<file path="src/rtl/riscv_pkg.sv">
// ============================================================================
//  Module      : riscv_pkg
//  Description : Shared types and constants for the instruction-fetch stage.
//  Revision    : 1.0
// ============================================================================
`default_nettype none

package riscv_pkg;

    localparam int unsigned FETCH_PC_W   = 9;
    localparam logic [31:0] IF_NOP_INSTR = 32'h0000_0013;

    typedef enum logic [2:0] {
        S_IDLE  = 3'd0,
        S_REQ   = 3'd1,
        S_WAIT  = 3'd2,
        S_FLUSH = 3'd3,
        S_HOLD  = 3'd4
    } fetch_state_t;

    typedef struct packed {
        logic                  valid;
        logic [FETCH_PC_W-1:0] pc;
        logic [31:0]           instr;
    } if_id_t;

endpackage

`default_nettype wire

</file>
<file path="src/rtl/fetch_hold_buf.sv">
// ============================================================================
//  Module      : fetch_hold_buf
//  Description : One-entry {pc, instr} skid register for responses under stall.
//  Revision    : 1.0
// ============================================================================
`default_nettype none

module fetch_hold_buf #(
    parameter int unsigned PC_W = 9
) (
    input  logic            clk,
    input  logic            rst_n,
    input  logic            load_i,
    input  logic            clear_i,
    input  logic [PC_W-1:0] pc_i,
    input  logic [31:0]     instr_i,
    output logic            valid_o,
    output logic [PC_W-1:0] pc_o,
    output logic [31:0]     instr_o
);

    logic            valid_q;
    logic [PC_W-1:0] pc_q;
    logic [31:0]     instr_q;

    always_ff @(posedge clk or negedge rst_n) begin
        if (!rst_n) begin
            valid_q <= 1'b0;
            pc_q    <= '0;
            instr_q <= '0;
        end else if (load_i) begin
            valid_q <= 1'b1;
            pc_q    <= pc_i;
            instr_q <= instr_i;
        end else if (clear_i) begin
            valid_q <= 1'b0;
        end
    end

    assign valid_o = valid_q;
    assign pc_o    = pc_q;
    assign instr_o = instr_q;

endmodule

`default_nettype wire

</file>
<file path="src/rtl/fetch_stage.sv">
// ============================================================================
//  Module      : fetch_stage
//  Description : PC register, single-outstanding imem fetch FSM and IF/ID reg.
//  Revision    : 1.0
// ============================================================================
`default_nettype none

module fetch_stage
    import riscv_pkg::*;
#(
    // Must equal FETCH_PC_W: the IF/ID struct is sized from the package.
    parameter int unsigned PC_W      = FETCH_PC_W,
    parameter logic [31:0] NOP_INSTR = IF_NOP_INSTR
) (
    input  logic            clk,
    input  logic            rst_n,
    input  logic            stall,
    input  logic            pc_sel,
    input  logic [31:0]     br_pc,
    output logic            imem_req,
    output logic [PC_W-1:0] imem_addr,
    input  logic            imem_rvalid,
    input  logic [31:0]     imem_rdata,
    output logic            id_valid,
    output logic [PC_W-1:0] id_pc,
    output logic [31:0]     id_instr
);

    fetch_state_t    state_q, state_d;
    logic [PC_W-1:0] pc_q, pc_d;
    if_id_t          if_id_q, if_id_d;

    logic            hb_load, hb_clear, hb_valid;
    logic [PC_W-1:0] hb_pc;
    logic [31:0]     hb_instr;

    logic            deliver;
    logic [PC_W-1:0] deliver_pc;
    logic [31:0]     deliver_instr;

    logic [PC_W-1:0] target;
    logic [PC_W-1:0] pc_inc;
    logic            br_pc_unused;

    assign target       = {br_pc[PC_W-1:2], 2'b00};
    assign pc_inc       = pc_q + PC_W'(4);
    assign br_pc_unused = ^{br_pc[31:PC_W], br_pc[1:0]};

    fetch_hold_buf #(
        .PC_W (PC_W)
    ) u_hold_buf (
        .clk     (clk),
        .rst_n   (rst_n),
        .load_i  (hb_load),
        .clear_i (hb_clear),
        .pc_i    (pc_q),
        .instr_i (imem_rdata),
        .valid_o (hb_valid),
        .pc_o    (hb_pc),
        .instr_o (hb_instr)
    );

    always_comb begin
        state_d       = state_q;
        pc_d          = pc_q;
        imem_req      = 1'b0;
        hb_load       = 1'b0;
        hb_clear      = 1'b0;
        deliver       = 1'b0;
        deliver_pc    = pc_q;
        deliver_instr = imem_rdata;
        case (state_q)
            S_IDLE: state_d = S_REQ;
            S_REQ: begin
                imem_req = 1'b1;
                // The request still goes out; a redirect makes its reply stale.
                if (pc_sel) begin
                    pc_d    = target;
                    state_d = S_FLUSH;
                end else begin
                    state_d = S_WAIT;
                end
            end
            S_WAIT: begin
                if (imem_rvalid) begin
                    if (pc_sel) begin
                        pc_d    = target;
                        state_d = S_REQ;
                    end else if (!stall) begin
                        deliver = 1'b1;
                        pc_d    = pc_inc;
                        state_d = S_REQ;
                    end else begin
                        hb_load = 1'b1;
                        state_d = S_HOLD;
                    end
                end else if (pc_sel) begin
                    pc_d    = target;
                    state_d = S_FLUSH;
                end
            end
            S_FLUSH: begin
                if (pc_sel) pc_d = target;
                if (imem_rvalid) state_d = S_REQ;
            end
            S_HOLD: begin
                if (pc_sel) begin
                    hb_clear = 1'b1;
                    pc_d     = target;
                    state_d  = S_REQ;
                end else if (!stall && hb_valid) begin
                    hb_clear      = 1'b1;
                    deliver       = 1'b1;
                    deliver_pc    = hb_pc;
                    deliver_instr = hb_instr;
                    pc_d          = pc_inc;
                    state_d       = S_REQ;
                end
            end
            default: state_d = S_IDLE;
        endcase
    end

    always_comb begin
        if_id_d = if_id_q;
        if (pc_sel) begin
            if_id_d.valid = 1'b0;
            if_id_d.instr = NOP_INSTR;
        end else if (stall) begin
            if_id_d = if_id_q;
        end else if (deliver) begin
            if_id_d.valid = 1'b1;
            if_id_d.pc    = deliver_pc;
            if_id_d.instr = deliver_instr;
        end else begin
            if_id_d.valid = 1'b0;
        end
    end

    always_ff @(posedge clk or negedge rst_n) begin
        if (!rst_n) begin
            state_q       <= S_IDLE;
            pc_q          <= '0;
            if_id_q.valid <= 1'b0;
            if_id_q.pc    <= '0;
            if_id_q.instr <= NOP_INSTR;
        end else begin
            state_q <= state_d;
            pc_q    <= pc_d;
            if_id_q <= if_id_d;
        end
    end

    assign imem_addr = pc_q;
    assign id_valid  = if_id_q.valid;
    assign id_pc     = if_id_q.pc;
    assign id_instr  = if_id_q.instr;

endmodule

`default_nettype wire
</file>
<file path="config.mk">
export PLATFORM = sky130hd
export DESIGN_NAME = fetch_stage
export DESIGN_NICKNAME = d
export VERILOG_FILES = /design/src/rtl/riscv_pkg.sv /design/src/rtl/fetch_hold_buf.sv /design/src/rtl/fetch_stage.sv
export SDC_FILE = /design/constraint.sdc
export NUM_CORES = 1
export LEC_CHECK = 0
export CORE_MARGIN = 2
export CORE_UTILIZATION = 50
export CTS_BUF_LIST = sky130_fd_sc_hd__clkbuf_4
export CTS_CLUSTER_SIZE = 12
export DETAILED_ROUTE_END_ITERATION = 8
export PLACE_DENSITY = 0.79
export SLEW_MARGIN = 40
export SYNTH_ARGS = -nofsm -noshare
export SYNTH_HDL_FRONTEND = slang
export SYNTH_SLANG_ARGS = --single-unit
</file>
<file path="constraint.sdc">
create_clock -name clk -period 2 [get_ports clk]
set_input_delay 0.4 -clock clk [delete_from_list [all_inputs] [get_ports clk]]
set_output_delay 0.4 -clock clk [all_outputs]
set_load 0.02 [all_outputs]
</file>
# Word level (Yosys, flattened, before mapping)
# Cells that the tools add are included.
# totals
out_inout_bits	52
latch_bits	0
mem_count	0
mem_bits_rw	0
mem_bits_ro	0
input_bits	69
reg_bits	96
# op_classes
addsub	1
n_eq_ne	9
multipliers	0
bitwise	2
n_reduce_logical	11
muxes	40
order_cmp	0
div	0
shifts	0
# ops
op	count
32-bit 2-to-1 mux	3
9-bit 2-to-1 mux	8
42-bit 2-to-1 mux	1
41-bit 2-to-1 mux	1
9-bit one-hot mux with 3 select lines	1
3-bit 2-to-1 mux	7
1-bit 2-to-1 mux	17
3-bit one-hot mux with 5 select lines	1
9-bit by 3-bit adder with 9-bit output, second input constant	1
3-bit AND reduction	3
3-bit by 2-bit equality test with 1-bit output, second input constant	2
3-bit != test, second input constant	2
4-bit != test, second input constant	1
2-bit nonzero test	2
3-bit by 1-bit equality test with 1-bit output, second input constant	1
3-bit equality test, second input constant	1
3-bit logical NOT	1
3-bit nonzero test	1
2-bit by 1-bit != test with 1-bit output, second input constant	1
2-bit != test, second input constant	1
1-bit NOT	2
1-bit one-hot mux with 2 select lines	1
2-bit AND reduction	1
2-bit OR reduction	1
2 further kinds	2

# Depth between registers and ports, before layout
# Gate-level depths: netlist (run 1).
# depth
ltp_word	8
depth_mapped	8
mapped_depth_nobuf	5

# By module
# A second synthesis (run 1) with hierarchy kept.
# hier_totals
cells_unflattened	366
area_unflattened_um2	4563.1
# by_module_without_submodules
module	cells_each	area_each_um2	instances	seq_area_each_um2
fetch_stage	276	2801.4	1	1355.0
fetch_hold_buf	90	1761.7	1	1051.0

# Worst setup path after synthesis (run 1)
# No wires, ideal clock.
# synth_path
path_kind	register -> register
start	reg pc_q[2] (netlist: imem_addr[2])
end	reg pc_q[8] (netlist: imem_addr[8])
path_stages_with_launch	6
required_time_ns	1.931
setup_ns	0.069
path_slack_ns	0.131
path_buffers	0
arrival_ns	1.799
synth_period_minus_slack_ns	1.869
path_cell_list	dfrtp_1 > ha_1 > nand4_1 > or3b_1 > or4b_1 > nand3_1
# synth_between
elab_chain_len	5
elab_cells_between_ends	7
# synth_rtl
element	line	rtl
start, declared	fetch_stage.sv:30	logic [PC_W-1:0] pc_q, pc_d;
start signal, assigned	fetch_stage.sv:149	pc_q <= pc_d;
9-bit by 3-bit adder with 9-bit output *	fetch_stage.sv:46	assign pc_inc = pc_q + PC_W'(4);
9-bit 2-to-1 mux	fetch_stage.sv:89	end else if (!stall) begin
9-bit 2-to-1 mux	fetch_stage.sv:86	if (pc_sel) begin
9-bit 2-to-1 mux	fetch_stage.sv:85	if (imem_rvalid) begin
9-bit one-hot mux with 3 select lines *	fetch_stage.sv:72	case (state_q)
# Mark *: on every way between the ends. The rest lies on a longest branch, timed or not. The select of a mux whose other input is x is not followed.
# A chain may end at the register's enable or synchronous reset.

# Final worst setup path (run 1)
# layout_path
start	reg pc_q[8] (netlist: imem_addr[8])
end	out imem_addr[8]
# layout_rtl
element	line	rtl
end, declared	fetch_stage.sv:21	output logic [PC_W-1:0] imem_addr,
# No word-level cell between the ends.

==> results.yml, run 1 <==
cts:
  clock_path_buffers: 2
  htreeDepth: 3
  cts_root_buffer: "clkbuf_4"
  clk_latency_ns: 0.44
  cts_tree: "built"
  cts_buffers: 9
  cts.sinks: 96
  cts.clk_slew.worst_paths_ns: 0.15
drt:
  dr.pass1.iters: 4
  wire_per_inst_um: 16.38
  vias: 3181
  first_iter_violations: 171
  drcViolationCount: 0
  wirelength_mm: 9.662
  ant_nets: 0
  via_per_inst: 5.392
logic_synthesis:
  yosys.area.top_type: "dfrtp_1"
  async_flop_share_pct: 100.0
  synth_cells: 365
  synth_seq_cells: 96
  synth_flop_cell: "dfrtp_1"
  synth_top_area_share_pct: 53.85
  yosysSeqAreaShare_pct: 55.67
  synth_area_leaders: "dfrtp_1 (54%), mux2_2 (11%), mux2i_1 (8.8%), a31o_2 (5.9%), nor2_1 (3.3%)"
  yosysUniqueCellTypes: 38
  yosys_warnings: 0
  syn-mean-instance-area_um2: 11.84
  synth.cell_area_um2: 4322
  synth_edf_count: 0
  synth_nets: 435
pwr:
  p_sw_share_pct: 31.03
  internal-power_mw: 3.933
  p_leak_nw: 2.887
  p_switching_mw: 1.770
  p_per_area_nw_per_um2: 980.8
  p_clk_share_pct: 20.8
  finalPower_mw: 5.703
  ir_drop_mv: 0.4616
  comb_power_share_pct: 29.8
  seq_power_share_pct: 49.5
grt:
  grt_max_degree: 57
  grt-ovfl-total: 0
  grt_pass1_vias: 3222
  grt_use_total_pct: 21.19
  grt_pass1_wl_mm: 16.06
  antenna_found_initial: 0
place:
  dp_hpwl_mm: 6.731
  pre_cts_slack_ns: -0.2793
  portBuffers: 95
  place.gp.congestion: 0.8446
worst_setup_path:
  cp_num_buf_inv: 1
  arrival_ns: 1.54
  r2r_start: "imem_addr[3]"
  crit_slowest_cell: "clkdlybuf4s50_1"
  critical_path_class: "flop to output port"
  reg2regPathDepth: 5
  cp-end-kind: "output port"
  cp_slowest_stage_delay_ns: 0.64
  reg2reg_to: "imem_addr[8]"
  startpoint: "imem_addr[8]"
  crit_family: "buffers and inverters"
  r2r_slack_ns: 0.11
  cp.required_ns: 1.60
  critPathLaunchType: "flop"
  worstPathMaxFanout: 6
  path_cells: "clkdlybuf4s50_1"
cells_and_area:
  drive_gt1_share_pct: 28.87
  final_cell_mix: "clkdlybuf4s50_1 (88), dfrtp_1 (86), mux2_2 (44), nor2_1 (38), mux2i_1 (38)"
  antenna_cells: 0
  final_common_cell: "clkdlybuf4s50_1"
  nets: 550
  synthToLayoutAreaGrowth_pct: 34.54
timing:
  slew-limit-headroom_pct: 62.47
  post-route-period-util_pct: 96.77
  tightest_slew_ns: 0.5629
  layout_min_cycle_time_ns: 1.935
  finalSetupViolations: 0
  slew_viol_final: 0
  hold_viol: 0
  hold_slack_ns: 0.4650
  fin_skew_ns: 0.02271
  fmax_ghz: 0.5167
  worst_slack_ns: 0.06456
floorplan:
  die_w_um: 96.97
  die_h_um: 96.97
  core_area_um2: 8299
  die-area_um2: 9403
  start_util_pct: 52.07
  io_pins: 121
  fp-row-count: 33
run_status:
  status: "finished, final reports clean"
flow_run:
  cap_violations: 0
min_path:
  hp-class: "input port to async pin"
[through the flow]
step	TNS [ns]	instance area [um2]	std cells	utilization, %
6_report	0	5814	590	70.06
5_1_grt	-0.008023	5814	590	70.06
4_1_cts	0	5787	587	69.73
3_5_place_dp	-9.651	5605	570	67.54
3_3_place_gp	-8.410	5605	570	67.54
2_1_floorplan	0	4322	365	-
[flip-flops by register name, indices dropped and copies added (netlist names)]
register and flops:
u_hold_buf.valid_o 1, state_q 3, u_hold_buf.instr_o 32, id_valid 1, id_pc 9, imem_addr 9, id_instr 32, u_hold_buf.pc_o 9
[routing by layer]
layer	part of all wire, %	GRT usage (%)
met4	1.7	8.126
met5	0	0
met1	44	27.77
met2	50	35.31
met3	4.3	3.685
[layout make-up]
cell class	count	area, um2
flip-flops and latches	96	2415
clock buffers	10	75.07
well taps	105	131.4
repair buffers	128	1270
clock inverters	6	92.59
inverters	3	11.26
fillers	602	2485
multi-input cells	242	1819
[cell usage after synthesis, drive strengths merged, types with 2 or more instances]
master	instances
dfrtp	93
mux2	44
mux2i	38
nor2	38
a31o	29
nand2	27
clkbuf	17
o21ai	17
a21oi	10
buf	7
a22o	5
nand3	5
nor2b	4
a21boi	3
dfstp	3
inv	3
nand2b	3
a21o	2
a22oi	2
nor3	2
[how the worst max path moves through the flow]
stage / end / cells after the start
2_1_floorplan: imem_addr[8] / 5
3_3_place_gp: imem_addr[8] / 7
3_5_place_dp: imem_addr[8] / 6
4_1_cts: imem_addr[2] / 2
5_1_grt: imem_addr[8] / 1
6_report: imem_addr[8] / 1
[cells by family (layout without fill, tap and decap cells)]
| logic type | count (synthesis) | after routing | share of synthesized area [%] |
|---|---|---|---|
| multiplexers | 82 | 82 | 20.27 |
| AND/OR/NAND/NOR | 85 | 85 | 8.773 |
| buffers and inverters | 27 | 147 | 2.519 |
| AO/OA/AOI/OAI | 74 | 74 | 12.48 |
| adder cells (fa/ha/maj) | 1 | 1 | 0.2895 |
| flip-flops | 96 | 96 | 55.67 |
[power by group through the flow]
stage | clock network (mW) | registers, mW | logic [mW]
2_1_floorplan | 0 | 2.97 | 0.754
3_3_place_gp | 0 | 2.80 | 1.62
3_5_place_dp | 0 | 2.85 | 1.68
4_1_cts | 1.22 | 2.81 | 1.68
5_1_grt | 1.29 | 2.90 | 1.84
6_report | 1.18 | 2.82 | 1.70
[repair_timing]
| action | 4_1_cts | 5_1_grt |
|---|---|---|
| pin swaps | 0 | 2 |
| hold buffers | 1 | 0 |
| setup endpoints to repair | 10 | 11 |
| endpoints found under the hold margin | 37 | 0 |
| gates resized for setup | 9 | 7 |
| buffers inserted | 0 | 3 |
Power figures use the tool's default switching activity.
==> run 2: changes to the inputs <==
--- a/config.mk
+++ b/config.mk
@@ -8,7 +8,6 @@
 export CORE_MARGIN = 2
 export CORE_UTILIZATION = 50
 export CTS_BUF_LIST = sky130_fd_sc_hd__clkbuf_4
-export CTS_CLUSTER_SIZE = 12
 export DETAILED_ROUTE_END_ITERATION = 8
 export PLACE_DENSITY = 0.79
 export SLEW_MARGIN = 40
==> results of run 2 <==
The final DEF is identical to that of run 1; final timing and power are the same.
==> run 3: changes to the inputs <==
--- a/config.mk
+++ b/config.mk
@@ -8,6 +8,7 @@
 export CORE_MARGIN = 2
 export CORE_UTILIZATION = 50
 export CTS_BUF_LIST = sky130_fd_sc_hd__clkbuf_4
+export CTS_CLUSTER_DIAMETER = 30
 export DETAILED_ROUTE_END_ITERATION = 8
 export PLACE_DENSITY = 0.79
 export SLEW_MARGIN = 40
==> results of run 3 <==
The final DEF is identical to that of run 1; final timing and power are the same.
